==> config.mk <==
export PLATFORM = sky130hd
export DESIGN_NAME = m92_sdr_cpu_responder
export DESIGN_NICKNAME = d
export VERILOG_FILES = /design/src/rtl/m92_pkg.sv /design/src/rtl/sdr_line_buffer.sv /design/src/rtl/m92_sdr_cpu_responder.sv
export SDC_FILE = /design/constraint.sdc
export NUM_CORES = 1
export LEC_CHECK = 0
export CORE_UTILIZATION = 25
export CTS_BUF_LIST = sky130_fd_sc_hd__clkbuf_2
export DETAILED_ROUTE_END_ITERATION = 16
export GPL_ROUTABILITY_DRIVEN = 0
export GPL_TIMING_DRIVEN = 1
export PLACE_DENSITY = 0.53
export SYNTH_ARGS = -nofsm -noshare
export SYNTH_HDL_FRONTEND = slang
export SYNTH_HIERARCHICAL = 1
export SYNTH_SLANG_ARGS = --single-unit
==> constraint.sdc <==
create_clock -name CLK_96M -period 7.1 [get_ports CLK_96M]
set_input_delay 0.71 -clock CLK_96M [delete_from_list [all_inputs] [get_ports CLK_96M]]
set_output_delay 0.71 -clock CLK_96M [all_outputs]
set_load 0.02 [all_outputs]
==> src/rtl/m92_pkg.sv <==
// -----------------------------------------------------------------------------
// m92_pkg
// Shared types and constants for the M92 SDRAM-side blocks.
//   sdr_rsp_state_t : state encoding of the main-CPU SDRAM responder FSM
//   SDR_LINE_WORDS  : number of 16-bit words in one backend burst / line buffer
//   sdrMergeBytes   : byte-enable merge of a 16-bit write into a stored word
// -----------------------------------------------------------------------------
package m92_pkg;

    localparam int SDR_LINE_WORDS = 4;

    typedef enum logic [2:0] {
        IDLE     = 3'd0,
        HIT      = 3'd1,
        RD_ISSUE = 3'd2,
        RD_WAIT  = 3'd3,
        WR_ISSUE = 3'd4,
        RESP     = 3'd5
    } sdr_rsp_state_t;

    // Replace only the bytes whose enable is set; be[1] selects the high byte.
    function automatic logic [15:0] sdrMergeBytes(input logic [15:0] oldWord,
                                                  input logic [15:0] newWord,
                                                  input logic [1:0]  be);
        logic [15:0] merged;
        merged[15:8] = be[1] ? newWord[15:8] : oldWord[15:8];
        merged[7:0]  = be[0] ? newWord[7:0]  : oldWord[7:0];
        return merged;
    endfunction

endpackage

==> src/rtl/sdr_line_buffer.sv <==
// -----------------------------------------------------------------------------
// sdr_line_buffer
// Single 4x16 line buffer holding the most recent backend burst for the
// main-CPU SDRAM responder.
//   i_clk / i_rst      : clock, asynchronous active-high reset (clears valid)
//   i_fill, i_fillTag,
//   i_fillData         : load a whole 64-bit line and mark it valid with a tag
//   i_wr, i_wrIdx,
//   i_wrBe, i_wrData   : byte-merge one word (write-through update)
//   i_rdIdx, o_rdData  : combinational word read
//   o_valid, o_tag     : line state used by the owner for hit detection
// -----------------------------------------------------------------------------
module sdr_line_buffer
    import m92_pkg::*;
#(
    parameter int TAG_W = 22
) (
    input  logic             i_clk,
    input  logic             i_rst,
    input  logic             i_fill,
    input  logic [TAG_W-1:0] i_fillTag,
    input  logic [63:0]      i_fillData,
    input  logic             i_wr,
    input  logic [1:0]       i_wrIdx,
    input  logic [1:0]       i_wrBe,
    input  logic [15:0]      i_wrData,
    input  logic [1:0]       i_rdIdx,
    output logic [15:0]      o_rdData,
    output logic             o_valid,
    output logic [TAG_W-1:0] o_tag
);

    logic [SDR_LINE_WORDS-1:0][15:0] r_words;
    logic                            r_valid;
    logic [TAG_W-1:0]                r_tag;

    // A fill replaces the whole line; a merge only ever touches the word
    // being written, so the two never need to happen in the same cycle.
    always_ff @(posedge i_clk or posedge i_rst) begin
        if (i_rst) begin
            r_words <= '0;
            r_valid <= 1'b0;
            r_tag   <= '0;
        end else if (i_fill) begin
            r_words <= i_fillData;
            r_valid <= 1'b1;
            r_tag   <= i_fillTag;
        end else if (i_wr) begin
            r_words[i_wrIdx] <= sdrMergeBytes(r_words[i_wrIdx], i_wrData, i_wrBe);
        end
    end

    assign o_rdData = r_words[i_rdIdx];
    assign o_valid  = r_valid;
    assign o_tag    = r_tag;

endmodule

==> src/rtl/m92_sdr_cpu_responder.sv <==
// -----------------------------------------------------------------------------
// m92_sdr_cpu_responder
// SDRAM-side responder for the main-CPU sdr_cpu_* channel (CLK_96M domain).
// Turns a one-cycle request into a backend burst read or word write, returns a
// one-cycle ready pulse, and keeps one 4-word line so sequential reads hit.
//   CLK_96M, reset          : clock, asynchronous active-high reset
//   sdr_cpu_req/addr/wr_sel/din : request strobe, byte address, byte enables
//                             (00 = read), write data
//   sdr_cpu_dout, sdr_cpu_rdy : read word (held until next read), done pulse
//   mem_addr/rd/wr/be/din   : backend request side
//   mem_ack, mem_dout, mem_dvalid : backend response side
//   protocol_err            : sticky, request seen while busy
// -----------------------------------------------------------------------------
module m92_sdr_cpu_responder
    import m92_pkg::*;
#(
    parameter int ADDR_W  = 25,
    parameter bit LINE_EN = 1'b1
) (
    input  logic              CLK_96M,
    input  logic              reset,
    input  logic              sdr_cpu_req,
    input  logic [ADDR_W-1:0] sdr_cpu_addr,
    input  logic [1:0]        sdr_cpu_wr_sel,
    input  logic [15:0]       sdr_cpu_din,
    output logic [15:0]       sdr_cpu_dout,
    output logic              sdr_cpu_rdy,
    output logic [ADDR_W-1:0] mem_addr,
    output logic              mem_rd,
    output logic              mem_wr,
    output logic [1:0]        mem_be,
    output logic [15:0]       mem_din,
    input  logic              mem_ack,
    input  logic [63:0]       mem_dout,
    input  logic              mem_dvalid,
    output logic              protocol_err
);

    localparam int TAG_W = ADDR_W - 3;

    sdr_rsp_state_t    r_state;
    logic [ADDR_W-1:1] r_addr;
    logic [1:0]        r_wrSel;
    logic [15:0]       r_din;
    logic [15:0]       r_dout;
    logic              r_protoErr;

    logic [TAG_W-1:0]                w_reqTag;
    logic [TAG_W-1:0]                w_curTag;
    logic [1:0]                      w_idx;
    logic                            w_bufValid;
    logic [TAG_W-1:0]                w_bufTag;
    logic [15:0]                     w_bufWord;
    logic                            w_reqHit;
    logic                            w_fill;
    logic                            w_wrMerge;
    logic [SDR_LINE_WORDS-1:0][15:0] w_burstWords;
    logic [15:0]                     w_burstWord;
    logic                            w_unusedAddrLsb;

    // Byte address bit 0 carries no information for a 16-bit port.
    assign w_unusedAddrLsb = sdr_cpu_addr[0];

    assign w_reqTag     = sdr_cpu_addr[ADDR_W-1:3];
    assign w_curTag     = r_addr[ADDR_W-1:3];
    assign w_idx        = r_addr[2:1];
    assign w_burstWords = mem_dout;
    assign w_burstWord  = w_burstWords[w_idx];

    // Hit is decided against the incoming address while still in IDLE.
    assign w_reqHit = LINE_EN && w_bufValid && (w_bufTag == w_reqTag);

    // Data may come together with the ack, so the fill covers both states.
    assign w_fill = mem_dvalid &&
                    ((r_state == RD_WAIT) || ((r_state == RD_ISSUE) && mem_ack));

    // Write-through: keep the buffered copy coherent when the write is accepted.
    assign w_wrMerge = LINE_EN && (r_state == WR_ISSUE) && mem_ack &&
                       w_bufValid && (w_bufTag == w_curTag);

    sdr_line_buffer #(
        .TAG_W(TAG_W)
    ) u_lineBuffer (
        .i_clk      (CLK_96M),
        .i_rst      (reset),
        .i_fill     (w_fill),
        .i_fillTag  (w_curTag),
        .i_fillData (mem_dout),
        .i_wr       (w_wrMerge),
        .i_wrIdx    (w_idx),
        .i_wrBe     (r_wrSel),
        .i_wrData   (r_din),
        .i_rdIdx    (w_idx),
        .o_rdData   (w_bufWord),
        .o_valid    (w_bufValid),
        .o_tag      (w_bufTag)
    );

    // Responder FSM. Requests arriving outside IDLE are dropped and only
    // flag the sticky protocol error; the transaction in flight is untouched.
    always_ff @(posedge CLK_96M or posedge reset) begin
        if (reset) begin
            r_state    <= IDLE;
            r_addr     <= '0;
            r_wrSel    <= '0;
            r_din      <= '0;
            r_dout     <= '0;
            r_protoErr <= 1'b0;
        end else begin
            if (sdr_cpu_req && (r_state != IDLE)) begin
                r_protoErr <= 1'b1;
            end
            case (r_state)
                IDLE: begin
                    if (sdr_cpu_req) begin
                        r_addr  <= sdr_cpu_addr[ADDR_W-1:1];
                        r_wrSel <= sdr_cpu_wr_sel;
                        r_din   <= sdr_cpu_din;
                        if (sdr_cpu_wr_sel != 2'b00) begin
                            r_state <= WR_ISSUE;
                        end else if (w_reqHit) begin
                            r_state <= HIT;
                        end else begin
                            r_state <= RD_ISSUE;
                        end
                    end
                end
                HIT: begin
                    r_dout  <= w_bufWord;
                    r_state <= RESP;
                end
                RD_ISSUE: begin
                    if (mem_ack) begin
                        if (mem_dvalid) begin
                            r_dout  <= w_burstWord;
                            r_state <= RESP;
                        end else begin
                            r_state <= RD_WAIT;
                        end
                    end
                end
                RD_WAIT: begin
                    if (mem_dvalid) begin
                        r_dout  <= w_burstWord;
                        r_state <= RESP;
                    end
                end
                WR_ISSUE: begin
                    if (mem_ack) begin
                        r_state <= RESP;
                    end
                end
                RESP: begin
                    r_state <= IDLE;
                end
                default: begin
                    r_state <= IDLE;
                end
            endcase
        end
    end

    // Backend request fields are only non-zero while the matching request
    // is being presented, so the port is quiet in every other state.
    always_comb begin
        mem_addr = '0;
        mem_be   = 2'b00;
        mem_din  = 16'h0000;
        if (r_state == RD_ISSUE) begin
            mem_addr = {w_curTag, 3'b000};
        end else if (r_state == WR_ISSUE) begin
            mem_addr = {r_addr, 1'b0};
            mem_be   = r_wrSel;
            mem_din  = r_din;
        end
    end

    assign mem_rd       = (r_state == RD_ISSUE);
    assign mem_wr       = (r_state == WR_ISSUE);
    assign sdr_cpu_rdy  = (r_state == RESP);
    assign sdr_cpu_dout = r_dout;
    assign protocol_err = r_protoErr;

endmodule

== Word-level counts from Yosys, hierarchy flattened ==
Index checks and enable logic that the tools add are counted.
Operators by class
  add/subtract/negate cells: 0
  $mul: 0
  div/mod/pow operators: 0
  $lt $le $gt $ge: 2
  equal/unequal tests: 11
  shift-type cells: 0
  mux-type cells: 28
  bitwise operators: 0
  reductions and logical operators: 17
Operators with widths (count)
  2-to-1 mux 64 bit: 2
  2-to-1 mux 16 bit: 7
  binary-select mux 16 bit (select 2 bit): 2
  bitwise mux 64 bit: 1
  2-to-1 mux 25 bit: 2
  one-hot mux 16 bit (3 select lines): 1
  equality test 22 bit: 2
  demux 16 bit (select 2 bit): 1
  2-to-1 mux 3 bit: 6
  2-to-1 mux 8 bit: 2
  one-hot mux 3 bit (5 select lines): 1
  logical AND 1 bit: 8
  equality test 3 x 2 -> 1 bit (second input constant): 2
  equality test 3 bit (second input constant): 2
  2-to-1 mux 2 bit: 3
  nonzero test 3 bit: 2
  != test 2 x 1 -> 1 bit (second input constant): 2
  != test 2 bit (second input constant): 2
  AND reduction 2 bit: 2
  AND reduction 4 bit: 1
  nonzero test 2 bit: 2
  equality test 3 x 1 -> 1 bit (second input constant): 1
  zero test 3 bit: 1
  less-than comparator 2 x 3 -> 1 bit (second input constant): 1
  other kinds (2): 2
Storage, ports and cells
  bits in registers: 149
  latch bits: 0
  memory bits (writable): 0
  memory bits (read-only): 0
  input port bits: 112
  output and inout port bits: 63
  word-level logic and storage cells: 70
  memories: 0

== Longest topological paths before layout ==
Gate-level depths: netlist of run 1.
  depth in word-level cells: 7
  depth in mapped cells: 11
  depth with buffers taken out: 8

== Hierarchy ==
The synthesis of run 1 kept the hierarchy.
Modules (own cells, without submodules)
  sdr_line_buffer: instances 1, cells an instance 436, area each 4958.5 sq um, seq. area each 2177.1 sq um
  m92_sdr_cpu_responder: instances 1, cells an instance 347, area each 3743.6 sq um, seq. area each 1551.5 sq um

== Worst setup path before layout of run 1 ==
Ideal clock, no wire load.
  kind: reg2reg
  start: register r_state[1]
  end: register u_lineBuffer/r_words[52] (netlist bit)
  library setup time: 125 ps
  data arrival time: 2195 ps
  required time: 6975 ps
  path slack: 4780 ps
  cell stages (with the launch flop): 11
  buffers on the path: 2
  period minus slack after synthesis: 2320 ps
  cell sequence: dfrtp_1 > buf_2 > nand2b_1 > nor2_1 > nand3_1 > nor4_1 > and3_1 > buf_2 > nand4_2 > mux2_1 > mux2_2
On the way
  longest elaborated chain between the ends: 5
  elaborated cells on any way between the ends: 11
  classes of those cells: 3 x eq/ne; 1 x mux; 7 x reduce/logical
RTL lines
  from (decl): RTL line m92_sdr_cpu_responder.sv:41  | sdr_rsp_state_t r_state;
  from (signal assigned): RTL line m92_sdr_cpu_responder.sv:103  | r_state <= IDLE;
  from (signal assigned): RTL line m92_sdr_cpu_responder.sv:120  | r_state <= WR_ISSUE;
  from (signal assigned): RTL line m92_sdr_cpu_responder.sv:122  | r_state <= HIT;
  equality test 3 bit: RTL line m92_sdr_cpu_responder.sv:78  | assign w_wrMerge = LINE_EN && (r_state == WR_ISSUE) && mem_ack &&
  logical AND 1 bit (2 in a row): RTL line m92_sdr_cpu_responder.sv:78
  logical AND 1 bit: RTL line m92_sdr_cpu_responder.sv:79  | w_bufValid && (w_bufTag == w_curTag);
  via w_wrMerge: RTL line m92_sdr_cpu_responder.sv:56  | logic w_wrMerge;
  nonzero test 2 bit (no line)
  to (signal assigned): RTL line sdr_line_buffer.sv:45  | r_words <= i_fillData;
  to (signal, indexed assignment): RTL line sdr_line_buffer.sv:49  | r_words[i_wrIdx] <= sdrMergeBytes(r_words[i_wrIdx], i_wrData, i_wrBe);
  to (decl): RTL line sdr_line_buffer.sv:33  | logic [SDR_LINE_WORDS-1:0][15:0] r_words;
The timed path passes the listed nets, and every way through them passes these cells.
A chain may end at the register's enable or synchronous reset.

== Final worst setup path of run 1 ==
  start: register r_state[1]
  end: output port mem_addr[8]
On the way
  longest elaborated chain between the ends: 3
  elaborated cells on any way between the ends: 4
  classes of those cells: 2 x eq/ne; 2 x mux
RTL lines
  equality test 3 bit: RTL line m92_sdr_cpu_responder.sv:171  | end else if (r_state == WR_ISSUE) begin
  2-to-1 mux 25 bit: RTL line m92_sdr_cpu_responder.sv:171
  2-to-1 mux 25 bit *: RTL line m92_sdr_cpu_responder.sv:169  | if (r_state == RD_ISSUE) begin
  to (decl): RTL line m92_sdr_cpu_responder.sv:28  | output logic [ADDR_W-1:0] mem_addr,
Mark *: on every way between the ends. The rest lies on a longest branch, timed or not.

==> impl_metrics.prom, run 1 <==
# TYPE chip_impl_metric gauge
chip_impl_info{name="status",value="completed"} 1
chip_impl_metric{name="max_slew_margin",unit="%"} 27.7
chip_impl_metric{name="share_of_post_route_cells_with_drive_strength_above_1",unit="%"} 16.3
chip_impl_metric{name="core_region_area",unit="um^2"} 33900
chip_impl_metric{name="cp_data_required_time",unit="ns"} 6.39
chip_impl_metric{name="post_cts.repair.setup_buffers",unit=""} 0
chip_impl_metric{name="number_of_h_tree_levels",unit=""} 4
chip_impl_metric{name="route.detailed.wl_per_inst",unit="um"} 19.7
chip_impl_info{name="rsz0062_at_grt",value="false"} 1
chip_impl_metric{name="layout_min_cycle_time",unit="ns"} 4.64
chip_impl_metric{name="mappedNetlistNets",unit=""} 895
chip_impl_info{name="worst_hold_path_type",value="input port to async pin"} 1
chip_impl_metric{name="final_wirelength",unit="um"} 27400
chip_impl_metric{name="ys_async_sr_fraction",unit="%"} 100
chip_impl_metric{name="synth.avg_cell_area",unit="um^2"} 11.1
chip_impl_info{name="criticalPathCategory",value="flip-flop to output pin"} 1
chip_impl_metric{name="timing.critical_path.fanout_max",unit=""} 22
chip_impl_metric{name="numPortBuffers",unit=""} 172
chip_impl_metric{name="layout-area-overhead-vs-synth",unit="%"} 26.4
chip_impl_metric{name="synth-edff-count",unit=""} 0
chip_impl_metric{name="hold_violations",unit=""} 0
chip_impl_metric{name="p_total",unit="uW"} 4540
chip_impl_info{name="worstSetupStartpointType",value="flip-flop"} 1
chip_impl_info{name="worst_r2r_startpoint",value="r_state[1]"} 1
chip_impl_metric{name="max-vdd-ir-drop",unit="mV"} 0.192
chip_impl_metric{name="via_density_per_instance",unit=""} 4.87
chip_impl_metric{name="max_clock_freq",unit="MHz"} 216
chip_impl_metric{name="final_net_count",unit=""} 1038
chip_impl_metric{name="die_y",unit="um"} 189
chip_impl_metric{name="layout_setup_ws",unit="ns"} 2.46
chip_impl_metric{name="vias",unit=""} 6771
chip_impl_info{name="critical_path.cell_chain",value="nand2_1 -> a21oi_2 -> and2_1 -> clkdlybuf4s50_1"} 1
chip_impl_metric{name="cts_buffers",unit=""} 17
chip_impl_metric{name="synth_warnings",unit=""} 6
chip_impl_metric{name="slowest_delay",unit="ns"} 1.02
chip_impl_metric{name="ioPinCount",unit=""} 175
chip_impl_metric{name="grt_start_max_net_pins",unit=""} 72
chip_impl_metric{name="timing_worst_slew_pin_value",unit="ns"} 1.08
chip_impl_info{name="cts_tree",value="yes"} 1
chip_impl_metric{name="power-per-cell-area",unit="nW/um^2"} 413
chip_impl_metric{name="detail_route.drc_violations",unit=""} 0
chip_impl_metric{name="slew_violations",unit=""} 0
chip_impl_metric{name="dr.first_iter.drc_count",unit=""} 423
chip_impl_metric{name="clock_insertion_delay_worst_skew",unit="ns"} 0.78
chip_impl_metric{name="routedLengthMet1",unit="um"} 12100
chip_impl_metric{name="max-cap-violations",unit=""} 0
chip_impl_info{name="highest_layer",value="met5"} 1
chip_impl_metric{name="globalRoute.totalOverflow",unit=""} 0
chip_impl_info{name="worst_path_max_delay_cell",value="a21oi_2"} 1
chip_impl_metric{name="clkSinkCount",unit=""} 149
chip_impl_metric{name="via_count_of_the_first_global_routing_pass",unit=""} 7000
chip_impl_metric{name="totalNegativeSetupSlack",unit="ns"} 0
chip_impl_metric{name="setup.reg_to_reg.worst_slack",unit="ns"} 2.62
chip_impl_metric{name="synthesized_cell_area",unit="um^2"} 8700
chip_impl_metric{name="wire_length_of_the_first_global_routing_pass",unit="um"} 42300
chip_impl_info{name="most_used_flip_flop_cell_after_synthesis",value="dfrtp_1"} 1
chip_impl_metric{name="ys_seq_area_share",unit="%"} 42.8
chip_impl_metric{name="dr_wl_met2",unit="um"} 12600
chip_impl_info{name="cp-end-kind",value="output pin"} 1
chip_impl_metric{name="overall_fraction_of_global_route_tracks_in_use",unit="%"} 15.7
chip_impl_metric{name="fin_skew",unit="ns"} 0.0636
chip_impl_metric{name="detailedPlacementHpwl",unit="um"} 18800
chip_impl_metric{name="fp.dieArea",unit="um^2"} 35600
chip_impl_metric{name="place_ws",unit="ns"} 2.59
chip_impl_metric{name="ff2ff_path_depth",unit=""} 8
chip_impl_metric{name="drt.antenna.violating_nets",unit=""} 0
chip_impl_metric{name="dr_wl_met3",unit="um"} 2320
chip_impl_metric{name="fp-row-count",unit=""} 67
chip_impl_metric{name="min_period_over_period",unit="%"} 65.3
chip_impl_metric{name="cts_hold_repair.buffers",unit=""} 0
chip_impl_metric{name="cts.clk_slew.worst_paths",unit="ns"} 0.23
chip_impl_metric{name="floorplan.die.width",unit="um"} 189
chip_impl_info{name="path_delay_family",value="compound AO/OA/AOI/OAI gates"} 1
chip_impl_metric{name="floorplan.initialDensity",unit="%"} 25.7
chip_impl_metric{name="postSynthCellCount",unit=""} 783
chip_impl_info{name="worst_r2r_endpoint",value="u_lineBuffer/r_words[23]"} 1
chip_impl_metric{name="cts_max_path_buffers",unit=""} 2
chip_impl_metric{name="firstDrtPassIters",unit=""} 5
chip_impl_metric{name="synth_seq_cells",unit=""} 149
chip_impl_info{name="clk_root_buffer_cell",value="clkbuf_2"} 1
chip_impl_metric{name="setup_violations",unit=""} 0
chip_impl_metric{name="power_leakage",unit="uW"} 0.00432
chip_impl_metric{name="post_cts_resize_count",unit=""} 0
chip_impl_metric{name="number_of_antenna_violations_at_the_first_check_in_global_routing",unit=""} 9
chip_impl_metric{name="netlist-cell-type-count",unit=""} 61
chip_impl_metric{name="worst-path-buf-inv",unit=""} 1
chip_impl_metric{name="hold-worst-slack",unit="ns"} 0.283
chip_impl_metric{name="critical_path_arrival",unit="ns"} 3.93
-- registers in the layout, summed over array words and instances, names as in the netlist --
| register | count |
|---|---|
| u_lineBuffer/r_words | 64 |
| r_addr | 24 |
| u_lineBuffer/o_tag | 22 |
| r_din | 16 |
| sdr_cpu_dout | 16 |
| r_state | 3 |
| r_wrSel | 2 |
| protocol_err | 1 |
| u_lineBuffer/o_valid | 1 |
-- synth_stat cells (3+ instances only) --
library cell,number,share of area [%]
nand3b_1,3,0.26
or2_2,5,0.36
buf_4,5,0.43
clkbuf_1,13,0.56
nand3_1,5,0.29
mux2_1,47,6.1
nand2b_1,16,1.2
nor4_1,5,0.36
o21ai_0,8,0.46
buf_6,7,0.91
xnor2_1,34,3.4
mux2_2,39,5.0
o22ai_1,10,0.72
a21oi_1,26,1.5
o221ai_1,23,2.3
mux4_2,32,8.3
nand4_1,7,0.50
o221ai_2,12,2.1
buf_2,25,1.4
nor2b_1,18,1.3
nor2_1,33,1.4
and2_1,52,3.7
o211ai_1,4,0.35
o2111ai_1,4,0.40
inv_1,34,1.5
a222oi_1,4,0.46
a221o_1,8,0.92
mux2i_1,8,0.92
and3_1,3,0.22
clkbuf_2,5,0.29
a31oi_1,16,1.2
xor2_1,10,1.0
dfrtp_1,149,43
nand2_1,79,3.4
-- stage by stage --
| stage | cell area, um^2 | instances | utilization [%] |
|---|---|---|---|
| 3_3_place_gp | 10700 | 1355 | 31.7 |
| 3_5_place_dp | 10700 | 1355 | 31.7 |
| 2_1_floorplan | 8700 | 783 | - |
| 6_report | 11000 | 1390 | 32.5 |
| 5_1_grt | 11000 | 1388 | 32.5 |
| 4_1_cts | 11000 | 1387 | 32.5 |
-- where the power goes --
part / internal (uW) / total, uW / switching, uW
Clock: 166 / 514 / 349
Combinational: 1220 / 2410 / 1190
Sequential: 1240 / 1620 / 385
-- placed cells by master (no fill, tap or decap), types with 3 or more instances in the layout --
cell / synthesis / layout
a21oi_1: 26 / 25
a221o_1: 8 / 8
a222oi_1: 4 / 4
a31oi_1: 16 / 16
and2_1: 52 / 52
buf_4: 5 / 10
clkbuf_2: 5 / 18
clkdlybuf4s50_1: 0 / 172
clkinv_4: 0 / 6
clkinvlp_4: 0 / 4
dfrtp_1: 149 / 147
diode_2: 0 / 3
inv_1: 34 / 32
mux2_1: 47 / 47
mux2_2: 39 / 39
mux2i_1: 8 / 8
mux4_2: 32 / 32
nand2_1: 79 / 79
nand2b_1: 16 / 16
nand3_1: 5 / 5
nand3b_1: 3 / 3
nand4_1: 7 / 7
nor2_1: 33 / 31
nor2b_1: 18 / 18
nor4_1: 5 / 5
o2111ai_1: 4 / 4
o211ai_1: 4 / 4
o21ai_0: 8 / 8
o221ai_1: 23 / 23
o221ai_2: 12 / 12
o22ai_1: 10 / 10
or2_2: 5 / 5
xnor2_1: 34 / 34
xor2_1: 10 / 10
-- worst reg2reg max path, delay by kind of cell (launching register included) --
family	cells	cell delay, ns
simple gates	7	3.55
compound gates	1	0.33
flops	1	0.54
-- worst max path at each step --
| stage | from | endpoint | slack, ns | cells after the start |
|---|---|---|---|---|
| global route | r_state[1] | mem_addr[4] | 2.11 | 4 |
| detailed placement | r_state[1] | u_lineBuffer/r_words[21] | 2.59 | 8 |
| floorplan | reset | u_lineBuffer/o_tag[0] | 4.14 | 1 |
| finish | r_state[1] | mem_addr[8] | 2.46 | 4 |
| CTS | r_state[1] | mem_addr[4] | 2.30 | 4 |
| global placement | r_state[1] | u_lineBuffer/r_words[25] | 2.71 | 8 |
-- layer usage --
layer / vias up / GRT usage, %
li1: 3125 / -
met1: 3359 / 20.8
met2: 253 / 24.6
met3: 26 / 5.27
met4: 8 / 3.75
met5: - / 0
-- cell families (layout without fill, tap and decap cells) --
group / after synthesis / in the layout / share of synthesized area [%]
compound gates: 128 / 128 / 11.8
xor+xnor: 44 / 44 / 4.43
buf+inv: 93 / 249 / 5.39
flops: 149 / 149 / 42.8
mux: 127 / 127 / 20.5
other cells: 1 / 4 / 0.0431
simple gates: 241 / 241 / 15.0
-- layout make-up --
cell class,instances,area (um^2)
Tap cell,448,561
Timing Repair Buffer,182,1800
Sequential cell,149,3730
Antenna cell,3,7.51
Clock inverter,14,156
Clock buffer,18,90.1
Fill cell,3515,22900
Inverter,35,133
Multi-Input combinational cell,541,4530
(Power assumes the default switching activity.)
==> inputs of run 2 (changes only) <==
--- a/config.mk
+++ b/config.mk
@@ -10,7 +10,7 @@
 export DETAILED_ROUTE_END_ITERATION = 16
 export GPL_ROUTABILITY_DRIVEN = 0
 export GPL_TIMING_DRIVEN = 1
-export PLACE_DENSITY = 0.53
+export PLACE_DENSITY = 0.54
 export SYNTH_ARGS = -nofsm -noshare
 export SYNTH_HDL_FRONTEND = slang
 export SYNTH_HIERARCHICAL = 1
==> constraint.sdc (replaced) <==
create_clock -name CLK_96M -period 3.9 [get_ports CLK_96M]
set_input_delay 0.39 -clock CLK_96M [delete_from_list [all_inputs] [get_ports CLK_96M]]
set_output_delay 0.39 -clock CLK_96M [all_outputs]
set_load 0.02 [all_outputs]
==> run 2 against run 1 <==
  * Core utilization rose by 0.41 points
  * Sequential share of layout area fell by 0.42 points
  * Non-clock buffer count rose by 13
  * Clock skew fell by 0.0091 ns
  * Clock power rose by 110%
  * Wire length rose by 1.8%
  * Total power rose by 86%
  * Sequential power rose by 93%
  * Critical path depth rose by 1
  * Count of clock-buffer cells in the layout did not move
  * Flip-flop and latch count did not move
  * Final cell count rose by 0.94%
  * Largest power group unchanged
  * Highest routed layer unchanged
==> impl_metrics.prom, run 2 (same netlist as run 1, synthesis figures left out) <==
# TYPE chip_impl_metric gauge
chip_impl_metric{name="cts_buffers",unit=""} 17
chip_impl_info{name="clk_root_buffer_cell",value="clkbuf_2"} 1
chip_impl_metric{name="critical_path_arrival",unit="ns"} 2.75
chip_impl_metric{name="drt.antenna.violating_nets",unit=""} 0
chip_impl_info{name="cp-end-kind",value="output pin"} 1
chip_impl_metric{name="share_of_post_route_cells_with_drive_strength_above_1",unit="%"} 17.3
chip_impl_metric{name="cp_data_required_time",unit="ns"} 3.51
chip_impl_metric{name="setup_violations",unit=""} 0
chip_impl_metric{name="design_internal_power",unit="uW"} 4930
chip_impl_metric{name="max_clock_freq",unit="MHz"} 318
chip_impl_metric{name="post_cts.repair.setup_buffers",unit=""} 0
chip_impl_metric{name="die_y",unit="um"} 189
chip_impl_metric{name="number_of_h_tree_levels",unit=""} 4
chip_impl_metric{name="max-vdd-ir-drop",unit="mV"} 0.313
chip_impl_metric{name="overall_fraction_of_global_route_tracks_in_use",unit="%"} 15.8
chip_impl_metric{name="timing.critical_path.fanout_max",unit=""} 22
chip_impl_metric{name="setup.reg_to_reg.worst_slack",unit="ns"} 1.15
chip_impl_info{name="worst_r2r_startpoint",value="r_state[1]"} 1
chip_impl_info{name="largest-register",value="u_lineBuffer/r_words"} 1
chip_impl_metric{name="stdcell_count",unit=""} 1403
chip_impl_metric{name="layout_min_cycle_time",unit="ns"} 3.14
chip_impl_metric{name="switching_share",unit="%"} 41.8
chip_impl_metric{name="firstDrtPassIters",unit=""} 5
chip_impl_metric{name="globalRoute.totalOverflow",unit=""} 0
chip_impl_metric{name="vias",unit=""} 6801
chip_impl_metric{name="largest_register_ffs",unit=""} 64
chip_impl_metric{name="power_leakage",unit="uW"} 0.00441
chip_impl_metric{name="grt_start_max_net_pins",unit=""} 54
chip_impl_metric{name="detail_route.drc_violations",unit=""} 0
chip_impl_metric{name="ioPinCount",unit=""} 175
chip_impl_metric{name="via_count_of_the_first_global_routing_pass",unit=""} 6962
chip_impl_metric{name="wire_length_of_the_first_global_routing_pass",unit="um"} 42500
chip_impl_metric{name="layout-area-overhead-vs-synth",unit="%"} 28.0
chip_impl_info{name="worst_hold_path_type",value="input port to async pin"} 1
chip_impl_info{name="criticalPathCategory",value="flip-flop to output pin"} 1
chip_impl_info{name="commonest_cells_after_routing_fill_and_taps_aside",value="clkdlybuf4s50_1 (172), dfrtp_1 (147), nand2_1 (79)"} 1
chip_impl_metric{name="fin_skew",unit="ns"} 0.0546
chip_impl_metric{name="floorplan.die.width",unit="um"} 189
chip_impl_metric{name="min_period_over_period",unit="%"} 80.6
chip_impl_metric{name="totalNegativeSetupSlack",unit="ns"} 0
chip_impl_metric{name="ff2ff_path_depth",unit=""} 10
chip_impl_metric{name="slew_violations",unit=""} 0
chip_impl_metric{name="clkSinkCount",unit=""} 149
chip_impl_metric{name="p_clk_share",unit="%"} 12.7
chip_impl_metric{name="clock_insertion_delay_worst_skew",unit="ns"} 0.75
chip_impl_metric{name="cts_hold_repair.buffers",unit=""} 0
chip_impl_info{name="final_common_cell",value="clkdlybuf4s50_1"} 1
chip_impl_metric{name="combPwrFrac",unit="%"} 50.4
chip_impl_info{name="status",value="completed"} 1
chip_impl_metric{name="hold_violations",unit=""} 0
chip_impl_metric{name="max-cap-violations",unit=""} 0
chip_impl_metric{name="cts.clk_slew.worst_paths",unit="ns"} 0.26
chip_impl_metric{name="floorplan.initialDensity",unit="%"} 25.7
chip_impl_metric{name="final_net_count",unit=""} 1051
chip_impl_metric{name="number_of_cells_after_detailed_placement",unit=""} 1368
chip_impl_info{name="worstSetupStartpointType",value="flip-flop"} 1
chip_impl_metric{name="power_switching",unit="uW"} 3540
chip_impl_metric{name="max_slew_margin",unit="%"} 39.4
chip_impl_info{name="rsz0062_at_grt",value="false"} 1
chip_impl_metric{name="numPortBuffers",unit=""} 172
chip_impl_metric{name="final_wirelength",unit="um"} 27900
chip_impl_metric{name="core_region_area",unit="um^2"} 33900
chip_impl_info{name="worst_r2r_endpoint",value="u_lineBuffer/r_words[35]"} 1
chip_impl_metric{name="sequential_cell_fraction_of_total_power",unit="%"} 36.9
chip_impl_metric{name="dr.first_iter.drc_count",unit=""} 431
chip_impl_info{name="critPathLaunch",value="r_state[1]"} 1
chip_impl_metric{name="timing_worst_slew_pin_value",unit="ns"} 0.909
chip_impl_metric{name="post_cts_resize_count",unit=""} 0
chip_impl_metric{name="detailedPlacementHpwl",unit="um"} 19800
chip_impl_info{name="cts_tree",value="yes"} 1
chip_impl_metric{name="cts_max_path_buffers",unit=""} 2
chip_impl_metric{name="number_of_antenna_violations_at_the_first_check_in_global_routing",unit=""} 6
chip_impl_metric{name="power-per-cell-area",unit="nW/um^2"} 760
chip_impl_metric{name="fp-row-count",unit=""} 67
chip_impl_metric{name="fp.dieArea",unit="um^2"} 35600
chip_impl_metric{name="route.detailed.wl_per_inst",unit="um"} 19.9
chip_impl_metric{name="via_density_per_instance",unit=""} 4.85
[run 2: routing by layer]
metal	wire length, um	track usage (%)
met1	12800	20.9
met2	12700	24.5
met3	2000	5.33
met4	414	4.09
met5	41	0
[run 2: how the worst max path moves through the flow]
stage          slack, ns                        to  cells after the start
3_3_place_gp        1.04  u_lineBuffer/r_words[25]                      9
4_1_cts             0.64               mem_addr[8]                      5
5_1_grt             0.45               mem_addr[8]                      5
6_report            0.76               mem_addr[8]                      5
3_5_place_dp        1.00  u_lineBuffer/r_words[35]                      9
2_1_floorplan       1.26     u_lineBuffer/o_tag[0]                      1
[run 2: final cells by class]
| cell class | count | area, um^2 |
|---|---|---|
| inverters | 35 | 133 |
| multi-input cells | 541 | 4520 |
| clock inverters | 14 | 200 |
| diodes | 3 | 7.51 |
| fillers | 3496 | 22700 |
| clock buffers | 18 | 90.1 |
| flip-flops and latches | 149 | 3730 |
| well taps | 448 | 561 |
| repair buffers | 195 | 1890 |
[run 2: metrics by stage]
stage / area, um^2 / power [uW] / setup slack [ns] / utilization, % / hold slack (ns)
after floorplan: 8700 / 5940 / 1.26 / - / 0.459
after global placement: 10800 / 7390 / 1.04 / 32.0 / 0.453
after detailed placement: 10800 / 7440 / 1.00 / 32.0 / 0.466
after CTS: 11100 / 8550 / 0.640 / 32.9 / 0.00917
after global routing: 11100 / 9050 / 0.452 / 32.9 / 0.0110
final: 11100 / 8470 / 0.755 / 32.9 / 0.0724
[run 2: critical path: stages (launching register included)]
cell and delay [ns]:
dfrtp_1 0.53, nand2b_1 0.25, a21oi_1 0.17, buf_4 0.26, and2_1 0.20, clkdlybuf4s50_1 0.62
[run 2: power groups by stage]
stage | clock [uW] | combinational, uW | sequential, uW
6_report | 1080 | 4270 | 3120
5_1_grt | 1180 | 4630 | 3240
4_1_cts | 1120 | 4310 | 3110
3_5_place_dp | 0 | 4290 | 3150
3_3_place_gp | 0 | 4270 | 3120
2_1_floorplan | 0 | 3120 | 2820
